[src/rtl/pattern_player_if.sv]
// Command/status bundle between a pattern_player and whatever drives it.
// master: the controller side (issues start/abort and the pattern setup).
// slave:  the player itself.
interface pattern_player_if #(
  parameter int MAX_LEN = 16,
  parameter int LEN_W   = 5
);
  logic               start;
  logic               abort;
  logic [MAX_LEN-1:0] pattern;
  logic [LEN_W-1:0]   length;
  logic               loop;
  logic               det_in;
  logic               det_tick;
  logic               busy;
  logic               done;
  logic [LEN_W-1:0]   bits_sent;

  modport master (
    output start, abort, pattern, length, loop,
    input  det_in, det_tick, busy, done, bits_sent
  );

  modport slave (
    input  start, abort, pattern, length, loop,
    output det_in, det_tick, busy, done, bits_sent
  );
endinterface

[src/rtl/pattern_player.sv]
// Plays a stored bit pattern as (det_in, det_tick) pairs at one bit per
// TICK_DIV clocks, MSB of the active length first. Used to drive the
// sequence detector on the board without manual button presses.
//
// state  | meaning
// -------+-----------------------------------------------------------
// IDLE   | waiting for start; bits_sent holds the last pass count
// RUN    | emitting bits; divider counts down to the next tick
// FINISH | one-cycle done pulse after a non-looping pass (or len=0)
module pattern_player #(
  parameter int TICK_DIV = 100_000_000,
  parameter int MAX_LEN  = 16,
  parameter int LEN_W    = 5
) (
  input logic              clk_100M,
  input logic              reset,
  pattern_player_if.slave  pp
);

  localparam int DIV_W = $clog2(TICK_DIV);
  localparam int IDX_W = (MAX_LEN > 1) ? $clog2(MAX_LEN) : 1;
  localparam logic [DIV_W-1:0] DIV_LAST = DIV_W'(TICK_DIV - 1);
  localparam logic [LEN_W-1:0] LEN_MAX  = LEN_W'(MAX_LEN);

  typedef enum logic [1:0] {
    IDLE   = 2'd0,
    RUN    = 2'd1,
    FINISH = 2'd2
  } state_t;

  state_t             state_q, state_d;
  logic [DIV_W-1:0]   div_q, div_d;
  logic [IDX_W-1:0]   idx_q, idx_d;
  logic [MAX_LEN-1:0] pat_sh_q, pat_sh_d;
  logic [LEN_W-1:0]   len_sh_q, len_sh_d;
  logic               loop_sh_q, loop_sh_d;
  logic [LEN_W-1:0]   bits_sent_q, bits_sent_d;

  logic [LEN_W-1:0]   len_clamped;
  logic               tick;
  logic               bit_out;
  logic               busy;
  logic               done;

  assign len_clamped = (pp.length > LEN_MAX) ? LEN_MAX : pp.length;

  // State, divider, play index and shadow copies of the setup inputs.
  always_ff @(posedge clk_100M) begin
    if (reset) begin
      state_q     <= IDLE;
      div_q       <= '0;
      idx_q       <= '0;
      pat_sh_q    <= '0;
      len_sh_q    <= '0;
      loop_sh_q   <= 1'b0;
      bits_sent_q <= '0;
    end else begin
      state_q     <= state_d;
      div_q       <= div_d;
      idx_q       <= idx_d;
      pat_sh_q    <= pat_sh_d;
      len_sh_q    <= len_sh_d;
      loop_sh_q   <= loop_sh_d;
      bits_sent_q <= bits_sent_d;
    end
  end

  // Next-state and output decode; abort wins over everything in RUN,
  // including a tick that would otherwise land on the same cycle.
  always_comb begin
    state_d     = state_q;
    div_d       = div_q;
    idx_d       = idx_q;
    pat_sh_d    = pat_sh_q;
    len_sh_d    = len_sh_q;
    loop_sh_d   = loop_sh_q;
    bits_sent_d = bits_sent_q;
    tick        = 1'b0;
    bit_out     = 1'b0;
    busy        = 1'b0;
    done        = 1'b0;

    case (state_q)
      IDLE: begin
        if (pp.start && !pp.abort) begin
          pat_sh_d    = pp.pattern;
          len_sh_d    = len_clamped;
          loop_sh_d   = pp.loop;
          bits_sent_d = '0;
          // Divider cleared so the first tick lands on the very next cycle.
          div_d       = '0;
          idx_d       = IDX_W'(len_clamped - LEN_W'(1));
          state_d     = (len_clamped == '0) ? FINISH : RUN;
        end
      end

      RUN: begin
        busy = 1'b1;
        if (pp.abort) begin
          state_d = IDLE;
        end else if (div_q == '0) begin
          tick    = 1'b1;
          bit_out = pat_sh_q[idx_q];
          div_d   = DIV_LAST;
          // A full count means the previous tick closed a pass.
          bits_sent_d = (bits_sent_q == len_sh_q) ? LEN_W'(1)
                                                  : bits_sent_q + LEN_W'(1);
          if (idx_q == '0) begin
            if (loop_sh_q) begin
              idx_d = IDX_W'(len_sh_q - LEN_W'(1));
            end else begin
              state_d = FINISH;
            end
          end else begin
            idx_d = idx_q - IDX_W'(1);
          end
        end else begin
          div_d = div_q - DIV_W'(1);
        end
      end

      FINISH: begin
        done    = 1'b1;
        state_d = IDLE;
      end

      default: begin
        state_d = IDLE;
      end
    endcase
  end

  assign pp.det_tick  = tick;
  assign pp.det_in    = bit_out;
  assign pp.busy      = busy;
  assign pp.done      = done;
  assign pp.bits_sent = bits_sent_q;

endmodule

[src/flat_wrapper.sv]
// flat-port wrapper written by rule: the top's interface ports become plain ports
module pattern_player_flat 
#(
  parameter int TICK_DIV = 100_000_000,
  parameter int MAX_LEN  = 16,
  parameter int LEN_W    = 5
)
  (clk_100M, reset, pp_start, pp_abort, pp_pattern, pp_length, pp_loop, pp_det_in, pp_det_tick, pp_busy, pp_done, pp_bits_sent);
  pattern_player_if #(.MAX_LEN(MAX_LEN), .LEN_W(LEN_W)) pp_i ();
  input logic clk_100M;
  input logic reset;
  input wire logic [$bits(pp_i.start)-1:0] pp_start;
  input wire logic [$bits(pp_i.abort)-1:0] pp_abort;
  input wire logic [$bits(pp_i.pattern)-1:0] pp_pattern;
  input wire logic [$bits(pp_i.length)-1:0] pp_length;
  input wire logic [$bits(pp_i.loop)-1:0] pp_loop;
  output wire logic [$bits(pp_i.det_in)-1:0] pp_det_in;
  output wire logic [$bits(pp_i.det_tick)-1:0] pp_det_tick;
  output wire logic [$bits(pp_i.busy)-1:0] pp_busy;
  output wire logic [$bits(pp_i.done)-1:0] pp_done;
  output wire logic [$bits(pp_i.bits_sent)-1:0] pp_bits_sent;
  assign pp_i.start = pp_start;
  assign pp_i.abort = pp_abort;
  assign pp_i.pattern = pp_pattern;
  assign pp_i.length = pp_length;
  assign pp_i.loop = pp_loop;
  assign pp_det_in = pp_i.det_in;
  assign pp_det_tick = pp_i.det_tick;
  assign pp_busy = pp_i.busy;
  assign pp_done = pp_i.done;
  assign pp_bits_sent = pp_i.bits_sent;
  pattern_player #(.TICK_DIV(TICK_DIV), .MAX_LEN(MAX_LEN), .LEN_W(LEN_W)) u_core (.clk_100M(clk_100M), .reset(reset), .pp(pp_i));
endmodule
[config.mk]
export PLATFORM = sky130hd
export DESIGN_NAME = pattern_player_flat
export DESIGN_NICKNAME = d
export VERILOG_FILES = /design/src/rtl/pattern_player_if.sv /design/src/rtl/pattern_player.sv /design/src/flat_wrapper.sv
export SDC_FILE = /design/constraint.sdc
export NUM_CORES = 1
export LEC_CHECK = 0
export BUFFER_PORTS_ARGS = -buffer_cell sky130_fd_sc_hd__buf_2
export CAP_MARGIN = 20
export CELL_PAD_IN_SITES_DETAIL_PLACEMENT = 0
export CELL_PAD_IN_SITES_GLOBAL_PLACEMENT = 1
export CORE_MARGIN = 8
export CORE_UTILIZATION = 38
export CTS_CLUSTER_SIZE = 20
export DETAILED_ROUTE_END_ITERATION = 6
export HOLD_SLACK_MARGIN = 0.03
export PLACE_DENSITY = 0.79
export SLEW_MARGIN = 20
export SYNTH_ARGS = -nofsm -noshare
export SYNTH_HDL_FRONTEND = slang
export SYNTH_SLANG_ARGS = --single-unit
[constraint.sdc]
create_clock -name clk_100M -period 2.3 [get_ports clk_100M]
set_input_delay 0.115 -clock clk_100M [delete_from_list [all_inputs] [get_ports clk_100M]]
set_output_delay 0.115 -clock clk_100M [all_outputs]
set_load 0.005 [all_outputs]
-- Word level (Yosys, flattened, before mapping)
Index checks and enable logic that the tools add are counted.
- add/sub/neg operators: 5
- order comparisons: 2
- equal/unequal tests: 10
- muxes and demuxes: 33
- reduce and logical (&&, ||, !) cells: 12
- operator list (cell ; count):
    2-to-1 mux 27 bit ; 3
    one-hot mux 27 bit (2 select lines) ; 1
    logical NOT 27 bit ; 1
    subtractor 27 x 1 -> 27 bit (second input constant) ; 1
    2-to-1 mux 5 bit ; 5
    2-to-1 mux 4 bit ; 5
    2-to-1 mux 2 bit ; 6
    subtractor 4 x 1 -> 4 bit (second input constant) ; 3
    one-hot mux 5 bit (2 select lines) ; 1
    2-to-1 mux 1 bit ; 9
    != test 3 x 2 -> 1 bit (second input constant) ; 3
    one-hot mux 4 bit (2 select lines) ; 1
    AND reduction 4 bit ; 2
    adder 5 x 1 -> 5 bit (second input constant) ; 1
    equality test 5 bit ; 1
    > comparator 5 bit (second input constant) ; 1
    logical NOT 5 bit ; 1
    less-than comparator 4 x 5 -> 1 bit (second input constant) ; 1
    AND reduction 5 bit ; 1
    binary-select mux 1 bit (select 4 bit) ; 1
    logical NOT 4 bit ; 1
    != test 2 x 1 -> 1 bit (second input constant) ; 2
    one-hot mux 2 bit (2 select lines) ; 1
    != test 3 bit (second input constant) ; 1
    9 further kinds ; 9
- register bits: 60
- input port bits: 26
- output and inout port bits: 9
- logic and storage cells: 69

-- Depth between registers and ports, before layout
- depth in word-level cells: 6
- depth in mapped cells: 12
- gate-level depth less buffers: 10

-- Worst setup path after synthesis
Ideal clock, no wire load.
- path kind: reg2reg
- start: register u_core.div_q[2]
- end: register u_core.bits_sent_q[0] (netlist: u_core.pp.bits_sent[0])
- setup time: 0.070 ns
- arrival time: 1.936 ns
- data required time: 2.230 ns
- slack: 0.293 ns
- cell stages (with the launch flop): 7
- buffers on the path: 1
- period minus slack after synthesis: 2.007 ns
- path through: dfxtp_1 > nor4_4 > nand4_2 > or3_1 > buf_2 > a2111o_1 > a21oi_1
- cells in the longest elaborated chain, start to end: 3
- RTL lines (what ; RTL line ; source):
    start: declaration ; pattern_player.sv:32 ; logic [DIV_W-1:0] div_q, div_d;
    start signal: assignment ; pattern_player.sv:59 ; div_q <= div_d;
    logical NOT 27 bit ; pattern_player.sv:101 ; end else if (div_q == '0) begin
    != test 2 x 1 -> 1 bit (no source line) ; -- ;
    AND reduction 4 bit (no source line) ; -- ;
    end signal: assignment ; pattern_player.sv:64 ; bits_sent_q <= bits_sent_d;
    end: declaration ; pattern_player.sv:37 ; logic [LEN_W-1:0] bits_sent_q, bits_sent_d;
Every way passes these cells.
A chain may end at the register's enable or synchronous reset.

-- Worst setup path in the final report
- start: register u_core.div_q[26]
- end: output pp_det_in
- cells in the longest elaborated chain, start to end: 4
- RTL lines (what ; RTL line ; source):
    logical NOT 27 bit ; pattern_player.sv:101 ;
    2-to-1 mux 1 bit ; pattern_player.sv:101 ;
    2-to-1 mux 1 bit ; pattern_player.sv:99 ; if (pp.abort) begin
    2-to-1 mux 1 bit ; pattern_player.sv:83 ; case (state_q)
    end: declaration ; flat_wrapper.sv:17 ; output wire logic [$bits(pp_i.det_in)-1:0] pp_det_in;
Every way passes these cells.

==> results.json <==
{
  "routedWlPerCell_um": 15.8,
  "num_rows": 33,
  "vias": 3275,
  "power_mw": 3.55,
  "drive_gt1_frac": 0.212,
  "cts-buffers-inserted": 9,
  "skew_ps": 8.38,
  "power.switching_mw": 1.13,
  "overflow": 0,
  "power_frac_clock": 0.364,
  "synth_top_family_by_area": "simple AND/OR/NAND/NOR gates",
  "startpoint_type": "flop",
  "grtUsageMet1": 0.199,
  "crit_required_ps": 2180,
  "critical-path-slowest-cell": "dfxtp_1",
  "leakage_nw": 1.68,
  "cp_common_cell": "buf_4",
  "drt_iter0_drc": 221,
  "portBuffers": 34,
  "combPwrFrac": 0.297,
  "antenna_cells": 0,
  "use_met3": 0.0428,
  "maxCapViolCount": 0,
  "min_period_ps": 2130,
  "route.detailed.drc": 0,
  "die_x_um": 108,
  "fillers": 826,
  "path_cells": "nor4_2, buf_4, nand4_1, or2_4, a2111oi_2, buf_4, buf_2",
  "seq_power_share": 0.339,
  "cts_max_path_buffers": 2,
  "pwr_density_cell_nw_per_um2": 855,
  "setup_viol": 0,
  "ys_seq_elements": 60,
  "cp_num_buf_inv": 3,
  "wl_mm": 9.30,
  "cp_data_arrival_time_ps": 2010,
  "synth_area_sq_um": 3240,
  "yosysSeqAreaShare": 0.371,
  "syn_to_final_growth_pct": 28.2,
  "ir_drop_uv": 465,
  "max_freq_mhz": 471,
  "core_area_sq_um": 8260,
  "ios": 35,
  "insertion_delay_ps": 340,
  "grtUsageTotal": 0.164,
  "synthMuxAreaShare": 0.0309,
  "internal_power_mw": 2.42,
  "antenna_found_initial": 0,
  "grt_first_pass_wirelength_mm": 15.6,
  "nets": 507,
  "critPathTopFamily": "simple AND/OR/NAND/NOR gates",
  "htree_levels": 3,
  "syn-num-nets": 443,
  "yosys_warnings": 0,
  "synth-simple-area-share": 0.293,
  "cts.clk_slew.worst_paths_ps": 70,
  "root_buffer": "clkbuf_8",
  "slew_headroom": 0.533,
  "gp_routability_congestion": 0.878,
  "slew_violations": 0,
  "dieArea_sq_um": 11700,
  "grt_max_degree": 43,
  "grt_setup_unrepaired": "true",
  "status": "complete, no violations",
  "start_util": 0.393,
  "cts.sinks": 60,
  "syn_inst": 413,
  "design_area_sq_um": 4160,
  "grt_pass1_vias": 3235,
  "critPathMaxFanout": 3,
  "synth_compound_area_frac": 0.225,
  "synth-adder-area-share": 0.0154,
  "critical_path.endpoint_type": "output pin",
  "whs_ps": 46.9,
  "hold_viol_final": 0,
  "hold_path.class": "input port to flop",
  "synth-edff-count": 0,
  "firstDrtPassIters": 4,
  "synth_cell_type_count": 55,
  "max_slew.worst_pin.slew_ps": 696,
  "cts_tree": "yes",
  "dp_hpwl_mm": 6.58,
  "crit_path_max_incr_delay_ps": 330,
  "via_per_inst": 5.58,
  "synthArstFlopShare": 0,
  "grt_most_used_layer": "met2",
  "use_met2": 0.272,
  "post_dp_cell_area_sq_um": 3640,
  "drtAntennaViolNets": 0,
  "period_share": 0.924,
  "p_sw_frac": 0.319,
  "synthXorXnorAreaFrac": 0.0243,
  "postLayoutCoreUtil": 0.503,
  "critical_path_class": "flop to output pin",
  "avgSynthCellArea_sq_um": 7.85,
  "die_y_um": 108,
  "synth_flop_cell": "dfxtp_1"
}
==> layout by cell type (no fill, tap or decap), drive strengths merged, types with 5 or more instances in the layout <==
cell,instances
nand3,7
dlygate4sd3,17
or2,7
o21ai,34
clkbuf,10
nor2b,6
nor2,31
nand2b,5
dfxtp,60
nand2,55
buf,61
nor4,19
o21a,5
inv,10
nand4,7
a21oi,46
a21o,5
or3,7
xor2,5
or4,5
nor3,18
==> power groups by stage <==
stage	sequential [mW]	combinational (mW)	clock, mW
after floorplan	1.17	0.674	0
after global placement	1.22	0.977	0
after detailed placement	1.22	0.975	0
after CTS	1.20	1.02	1.32
after global routing	1.21	1.16	1.36
final	1.20	1.05	1.29
==> per-layer routing <==
layer,wire length (um),up-vias,share of wire
li1,-,1636,-
met1,4150,1540,0.45
met2,4560,88,0.49
met3,463,11,0.050
met4,129,0,0.014
met5,0,-,0
==> cell usage after synthesis (all sizes together) (4+ instances only) <==
cell type | n | area share
or2 | 7 | 0.014
nor4b | 4 | 0.011
o21ai | 34 | 0.052
xnor2 | 4 | 0.011
nand4 | 7 | 0.015
xor2 | 5 | 0.014
inv | 10 | 0.012
nor4 | 19 | 0.048
dfxtp | 60 | 0.37
mux4 | 4 | 0.028
nor3 | 18 | 0.029
or4 | 5 | 0.012
or3 | 7 | 0.014
clkbuf | 24 | 0.028
nand2 | 55 | 0.064
o211ai | 4 | 0.0093
nand2b | 5 | 0.0096
nor2 | 31 | 0.036
nand3 | 7 | 0.011
o311ai | 4 | 0.011
a21o | 5 | 0.012
a21oi | 46 | 0.071
o21a | 5 | 0.012
nor2b | 6 | 0.012
ha | 4 | 0.015
==> registers in the layout, indices dropped and copies added (netlist names) <==
signal / flops
u_core.pp.bits_sent: 5
u_core.loop_sh_q: 1
u_core.state_q: 2
u_core.idx_q: 4
u_core.div_q: 27
u_core.pat_sh_q: 16
u_core.len_sh_q: 5
==> stage by stage <==
step	worst slack, ps	TNS (ps)	instances
after global placement	221	0	551
final	175	0	587
after detailed placement	182	0	551
after CTS	5.00	0	586
after floorplan	293	0	413
after global routing	-13.9	-13.9	587
==> tightest hold or removal path: stages <==
cell and delay, ps:
buf_2 130, nand2_1 60, a21oi_1 50
==> final timing paths <==
kind	startpoint	endpoint	slack [ps]	cells after the start
setup reg to reg	u_core.state_q[1]$_SDFFE_PP0P_	u_core.idx_q[3]$_SDFFE_PP0P_	180	6
hold reg to reg	u_core.pat_sh_q[14]$_SDFFE_PP0P_	u_core.pat_sh_q[14]$_SDFFE_PP0P_	450	2
hold / removal	pp_length[4]	u_core.len_sh_q[4]$_SDFFE_PP0P_	50	3
setup / recovery	u_core.div_q[26]$_SDFFE_PP0P_	pp_det_in	170	7
==> cell families after synthesis <==
group           count (synthesis)
mux                             5
flops                          60
simple gates                  179
xor+xnor                        9
fa+ha+maj                       4
compound gates                121
buf+inv                        35
==> cell type report <==
class	count	area, sq um	area share
clock buffers	10	138	0.0331
clock inverters	6	135	0.0325
inverters	10	37.5	0.00903
multi-input cells	318	1950	0.470
flip-flops and latches	60	1200	0.290
well taps	105	131	0.0316
repair buffers	78	556	0.134
==> timing repair <==
item,in CTS,in global routing
setup endpoints to repair,1,2
pin swaps,2,2
endpoints found under the hold margin,17,0
hold buffers,17,0
buffers inserted,2,1
gates resized for setup,5,6
(Power assumes the default switching activity.)
